==> src/rtl/slice_cla_accumulator.sv <==
// Multi-cycle wide adder: one SLICE-bit slice per cycle, LSB slice first, with a registered
// inter-slice carry and whole-word group G/P accumulation. Optional ovf output: OVERFLOW_FLAG_EN.
module slice_cla_accumulator #(
    parameter int WIDTH = 32,
    parameter int SLICE = 8
) (
    input  logic             clk,
    input  logic             rst,
    input  logic             start_valid,
    output logic             start_ready,
    input  logic [WIDTH-1:0] A,
    input  logic [WIDTH-1:0] B,
    input  logic             Cin,
    output logic [WIDTH-1:0] sum,
    output logic             Cout,
    output logic             G_grp,
    output logic             P_grp,
    output logic             done_valid,
    input  logic             done_ready
`ifdef OVERFLOW_FLAG_EN
    ,
    output logic             ovf
`endif
);

    localparam int NSLICE = WIDTH / SLICE;
    localparam int IDX_W  = $clog2(NSLICE);

    typedef enum logic [1:0] {IDLE, RUN, DONE} state_t;

    typedef struct packed {
        logic [SLICE-1:0] s;
        logic             gs;
        logic             ps;
    } slice_t;

    // Ripple inside the slice for the sum bits; Gs/Ps are the slice's carry-in-independent terms.
    function automatic slice_t slice_add(input logic [SLICE-1:0] a, input logic [SLICE-1:0] b,
                                         input logic cin);
        slice_t r;
        logic   c;
        c    = cin;
        r.s  = '0;
        r.gs = 1'b0;
        r.ps = 1'b1;
        for (int i = 0; i < SLICE; i++) begin
            r.s[i] = a[i] ^ b[i] ^ c;
            c      = (a[i] & b[i]) | ((a[i] ^ b[i]) & c);
            r.gs   = (a[i] & b[i]) | ((a[i] ^ b[i]) & r.gs);
            r.ps   = r.ps & (a[i] ^ b[i]);
        end
        return r;
    endfunction

    state_t           state, state_n;
    logic [WIDTH-1:0] a_p0, b_p0;
    logic [WIDTH-1:0] sum_p0;
    logic             carry_p0, g_acc_p0, p_acc_p0;
    logic [IDX_W-1:0] idx_p0;
    logic             last_slice;
    slice_t           sl;

    assign sl         = slice_add(a_p0[SLICE-1:0], b_p0[SLICE-1:0], carry_p0);
    assign last_slice = (idx_p0 == IDX_W'(NSLICE - 1));

    always_ff @(posedge clk) begin
        if (rst) state <= IDLE;
        else     state <= state_n;
    end

    always_comb begin
        state_n = state;
        case (state)
            IDLE:    if (start_valid) state_n = RUN;
            RUN:     if (last_slice)  state_n = DONE;
            DONE:    if (done_ready)  state_n = IDLE;
            default: state_n = IDLE;
        endcase
    end

    always_comb begin
        start_ready = (state == IDLE);
        done_valid  = (state == DONE);
        sum         = sum_p0;
        Cout        = done_valid & carry_p0;
        G_grp       = done_valid & g_acc_p0;
        P_grp       = done_valid & p_acc_p0;
    end

    // Operand shift registers: the current slice always sits in the low SLICE bits.
    always_ff @(posedge clk) begin
        if (state == IDLE && start_valid) begin
            a_p0 <= A;
            b_p0 <= B;
        end else if (state == RUN) begin
            a_p0 <= a_p0 >> SLICE;
            b_p0 <= b_p0 >> SLICE;
        end
    end

    always_ff @(posedge clk) begin
        if (rst) begin
            sum_p0   <= '0;
            carry_p0 <= 1'b0;
            g_acc_p0 <= 1'b0;
            p_acc_p0 <= 1'b0;
            idx_p0   <= '0;
        end else if (state == IDLE && start_valid) begin
            carry_p0 <= Cin;
            g_acc_p0 <= 1'b0;
            p_acc_p0 <= 1'b1;
            idx_p0   <= '0;
        end else if (state == RUN) begin
            carry_p0 <= sl.gs | (sl.ps & carry_p0);
            g_acc_p0 <= sl.gs | (sl.ps & g_acc_p0);
            p_acc_p0 <= p_acc_p0 & sl.ps;
            sum_p0   <= {sl.s, sum_p0[WIDTH-1:SLICE]};
            idx_p0   <= idx_p0 + 1'b1;
        end
    end

`ifdef OVERFLOW_FLAG_EN
    logic c_top_p0;

    // Carry into the MSB recovered from its sum bit: c = s ^ a ^ b.
    always_ff @(posedge clk) begin
        if (rst)
            c_top_p0 <= 1'b0;
        else if (state == RUN && last_slice)
            c_top_p0 <= sl.s[SLICE-1] ^ a_p0[SLICE-1] ^ b_p0[SLICE-1];
    end

    assign ovf = done_valid & (c_top_p0 ^ carry_p0);
`endif

endmodule

==> config.mk <==
export PLATFORM = sky130hd
export DESIGN_NAME = slice_cla_accumulator
export DESIGN_NICKNAME = d
export VERILOG_FILES = /design/src/rtl/slice_cla_accumulator.sv
export SDC_FILE = /design/constraint.sdc
export NUM_CORES = 1
export LEC_CHECK = 0
export ABC_AREA = 0
export CAP_MARGIN = 15
export CORE_MARGIN = 5
export CORE_UTILIZATION = 30
export DETAILED_ROUTE_END_ITERATION = 8
export SLEW_MARGIN = 20
export SYNTH_ARGS = -nofsm -noshare
export SYNTH_HDL_FRONTEND = slang
export SYNTH_SLANG_ARGS = --single-unit
==> constraint.sdc <==
create_clock -name clk -period 8.3 [get_ports clk]
set_clock_uncertainty 0.2 [all_clocks]
set_input_delay 2.075 -clock clk [delete_from_list [all_inputs] [get_ports clk]]
set_output_delay 2.075 -clock clk [all_outputs]
set_load 0.1 [all_outputs]
==> metrics.yaml <==
routing:
  finalWirelength_mm: 9.01
  vias_per_cell: 4.43
  drc: 0
  vias: 2806
  drt_iter0_markers: 185
  firstDrtPassIters: 4
  wl_per_cell_um: 14.2
  detail-route-antenna-nets: 0
global_routing:
  met3_usage: 0.0646
  met1_usage: 0.123
  grt-busiest-layer: "met2"
  grt.overflow.total: 0
  grt_max_degree: 72
  grt_usage: 0.108
  grt_pass1_wl_mm: 14.1
  met2_usage: 0.169
  antenna_found_initial: 0
  grt_pass1_vias: 2874
floorplan:
  floorplan.initialDensity: 0.304
  die_x_um: 131
  die-area_um2: 17100
  core_um2: 14400
  ioPinCount: 106
  num_rows: 44
  die_h_um: 131
yosys:
  synth_top_cells_by_count: "edfxtp_1, nand2_1, mux2_2, dfxtp_1, a21oi_1"
  synth_top_area_cell: "edfxtp_1"
  synth-seq-cells: 103
  synth_top_flop_cell: "edfxtp_1"
  synth_most_common_cell: "edfxtp_1"
  ys_warn_count: 0
  syn-num-nets: 427
  synth-edff-count: 64
  yosysSeqAreaShare: 0.616
  yosysUniqueCellTypes: 31
  postSynthAreaPerCell_um2: 12.8
  syn_inst: 342
  syn_area_um2: 4390
  synth_top_area_frac: 0.438
  synthArstFlopShare: 0
  synth_area_leaders: "edfxtp_1, dfxtp_1, mux2_2, nand2_1, a21oi_1"
critical_path:
  timing_worst_setup_path_type: "register to output port"
  reg2reg_to: "sum[31]"
  crit_arrival_ps: 2430
  r2r_cells: 11
  r2r_slack_ps: 4510
  endpoint_kind: "output port"
  cp.required_ps: 6030
  timing.critical_path.from: "state[1]"
  cp-start-kind: "register"
  crit_fanout: 6
  r2r_start: "a_p0[0]"
timing:
  fmax_mhz: 213
  hold_viol: 0
  hold_ws_ps: 255
  min_period_over_period: 0.567
  period_needed_ps: 4710
  fin_setup_tns_ps: 0
  rsz0062_at_grt: "no"
  relSlewSlack: 0.337
  slew_viol_final: 0
  setup_viol: 0
  worstMarginPinSlew_ps: 992
finish:
  layout-drive-gt1-share: 0.156
  fin_util: 0.409
  syn_to_final_growth_pct: 34.3
  fin_cells: 633
  num-nets-final: 529
  n_antenna_cell: 0
pwr:
  p_total_mw: 1.28
  leakagePower_nw: 2.11
  peakVddDrop_uv: 124
  power_density_nw_per_um2: 218
clock_tree:
  cts_sinks: 103
  cts.clk_slew.worst_paths_ps: 70
  clk_latency_ps: 350
  cts_buffer_depth: 2
  cts_hold_buf: 0
  cts_resized: 0
  numCtsBuffers: 9
  clock-root-buffer: "clkbuf_16"
  post_cts_buffers: 0
  htree_levels: 3
  cts_tree: "done"
worst_hold_path:
  hp-class: "register to register"
  min_path_cells: 2
  worstHoldEndpoint: "sum[5]"
  min_from: "sum[5]"
run:
  drv_cap: 0
placed_design:
  dp_cells: 617
  gp_congestion: 0.750
  portBuffers: 105
  place.detailed.hpwl_mm: 6.43
outcome:
  outcome: "finished clean"
==> cell type report <==
type | count | area (µm²)
Clock buffer | 11 | 233
Clock inverter | 5 | 66.3
Fill cell | 1387 | 8530
Inverter | 6 | 22.5
Multi-Input combinational cell | 214 | 1550
Sequential cell | 103 | 2700
Tap cell | 184 | 230
Timing Repair Buffer | 110 | 1090
==> sequential cells by signal, indices dropped and copies added (netlist names) <==
register,cells
a_p0,32
b_p0,32
carry_p0,1
g_acc_p0,1
idx_p0,2
p_acc_p0,1
state,2
sum,32
==> worst max-delay path by stage <==
stage	end	cells past startpoint	slack, ps
floorplan	Cout	2	3230
global placement	P_grp	3	3990
detailed placement	P_grp	3	3960
CTS	P_grp	3	3570
global route	G_grp	3	3490
finish	P_grp	3	3590
==> per-stage QoR <==
step                      worst slack (ps)  area (µm²)
after global routing                  3490        5890
after CTS                             3570        5890
after detailed placement              3960        5590
final                                 3590        5890
after floorplan                       3230        4390
after global placement                3990        5590
==> kinds of logic after synthesis <==
| logic type | Yosys count | synth area share |
|---|---|---|
| adders and majority gates | 16 | 0.0576 |
| buffers and inverters | 25 | 0.0314 |
| AOI/OAI and AO/OA | 47 | 0.0619 |
| and+or+nand+nor | 100 | 0.104 |
| xor gates and xnor gates | 2 | 0.00399 |
| muxes | 49 | 0.125 |
| DFF | 103 | 0.616 |
==> power breakdown <==
group,total [mW],switching (mW),internal (mW),leakage (nW)
Sequential,0.627,0.0252,0.602,0.972
Clock,0.425,0.188,0.238,0.142
Combinational,0.231,0.130,0.101,0.991
==> layout by cell type (no fill, tap or decap), types with 3 or more instances in the layout <==
cell             count
a21oi_1             34
nand2_1             62
dfxtp_1             39
clkbuf_16            9
nor2_1               9
mux2_2              48
and2_1              19
edfxtp_1            64
buf_4                5
inv_1                5
nor3_1               3
clkdlybuf4s50_1    105
a21o_1               3
ha_1                 9
fa_1                 7
==> per-layer routing <==
layer	wire length, µm	share of wire	vias up
met5	0	0	-
met4	112	0.012	0
met3	1120	0.12	11
met2	4080	0.45	102
met1	3690	0.41	1286
li1	-	-	1407
==> critical path, stage by stage (launching register included) <==
cell	delay, ps
dfxtp_1	450
nor2b_1	320
and2_1	170
clkdlybuf4s50_1	1130
Note: power is estimated with default switching activity, not from simulation.
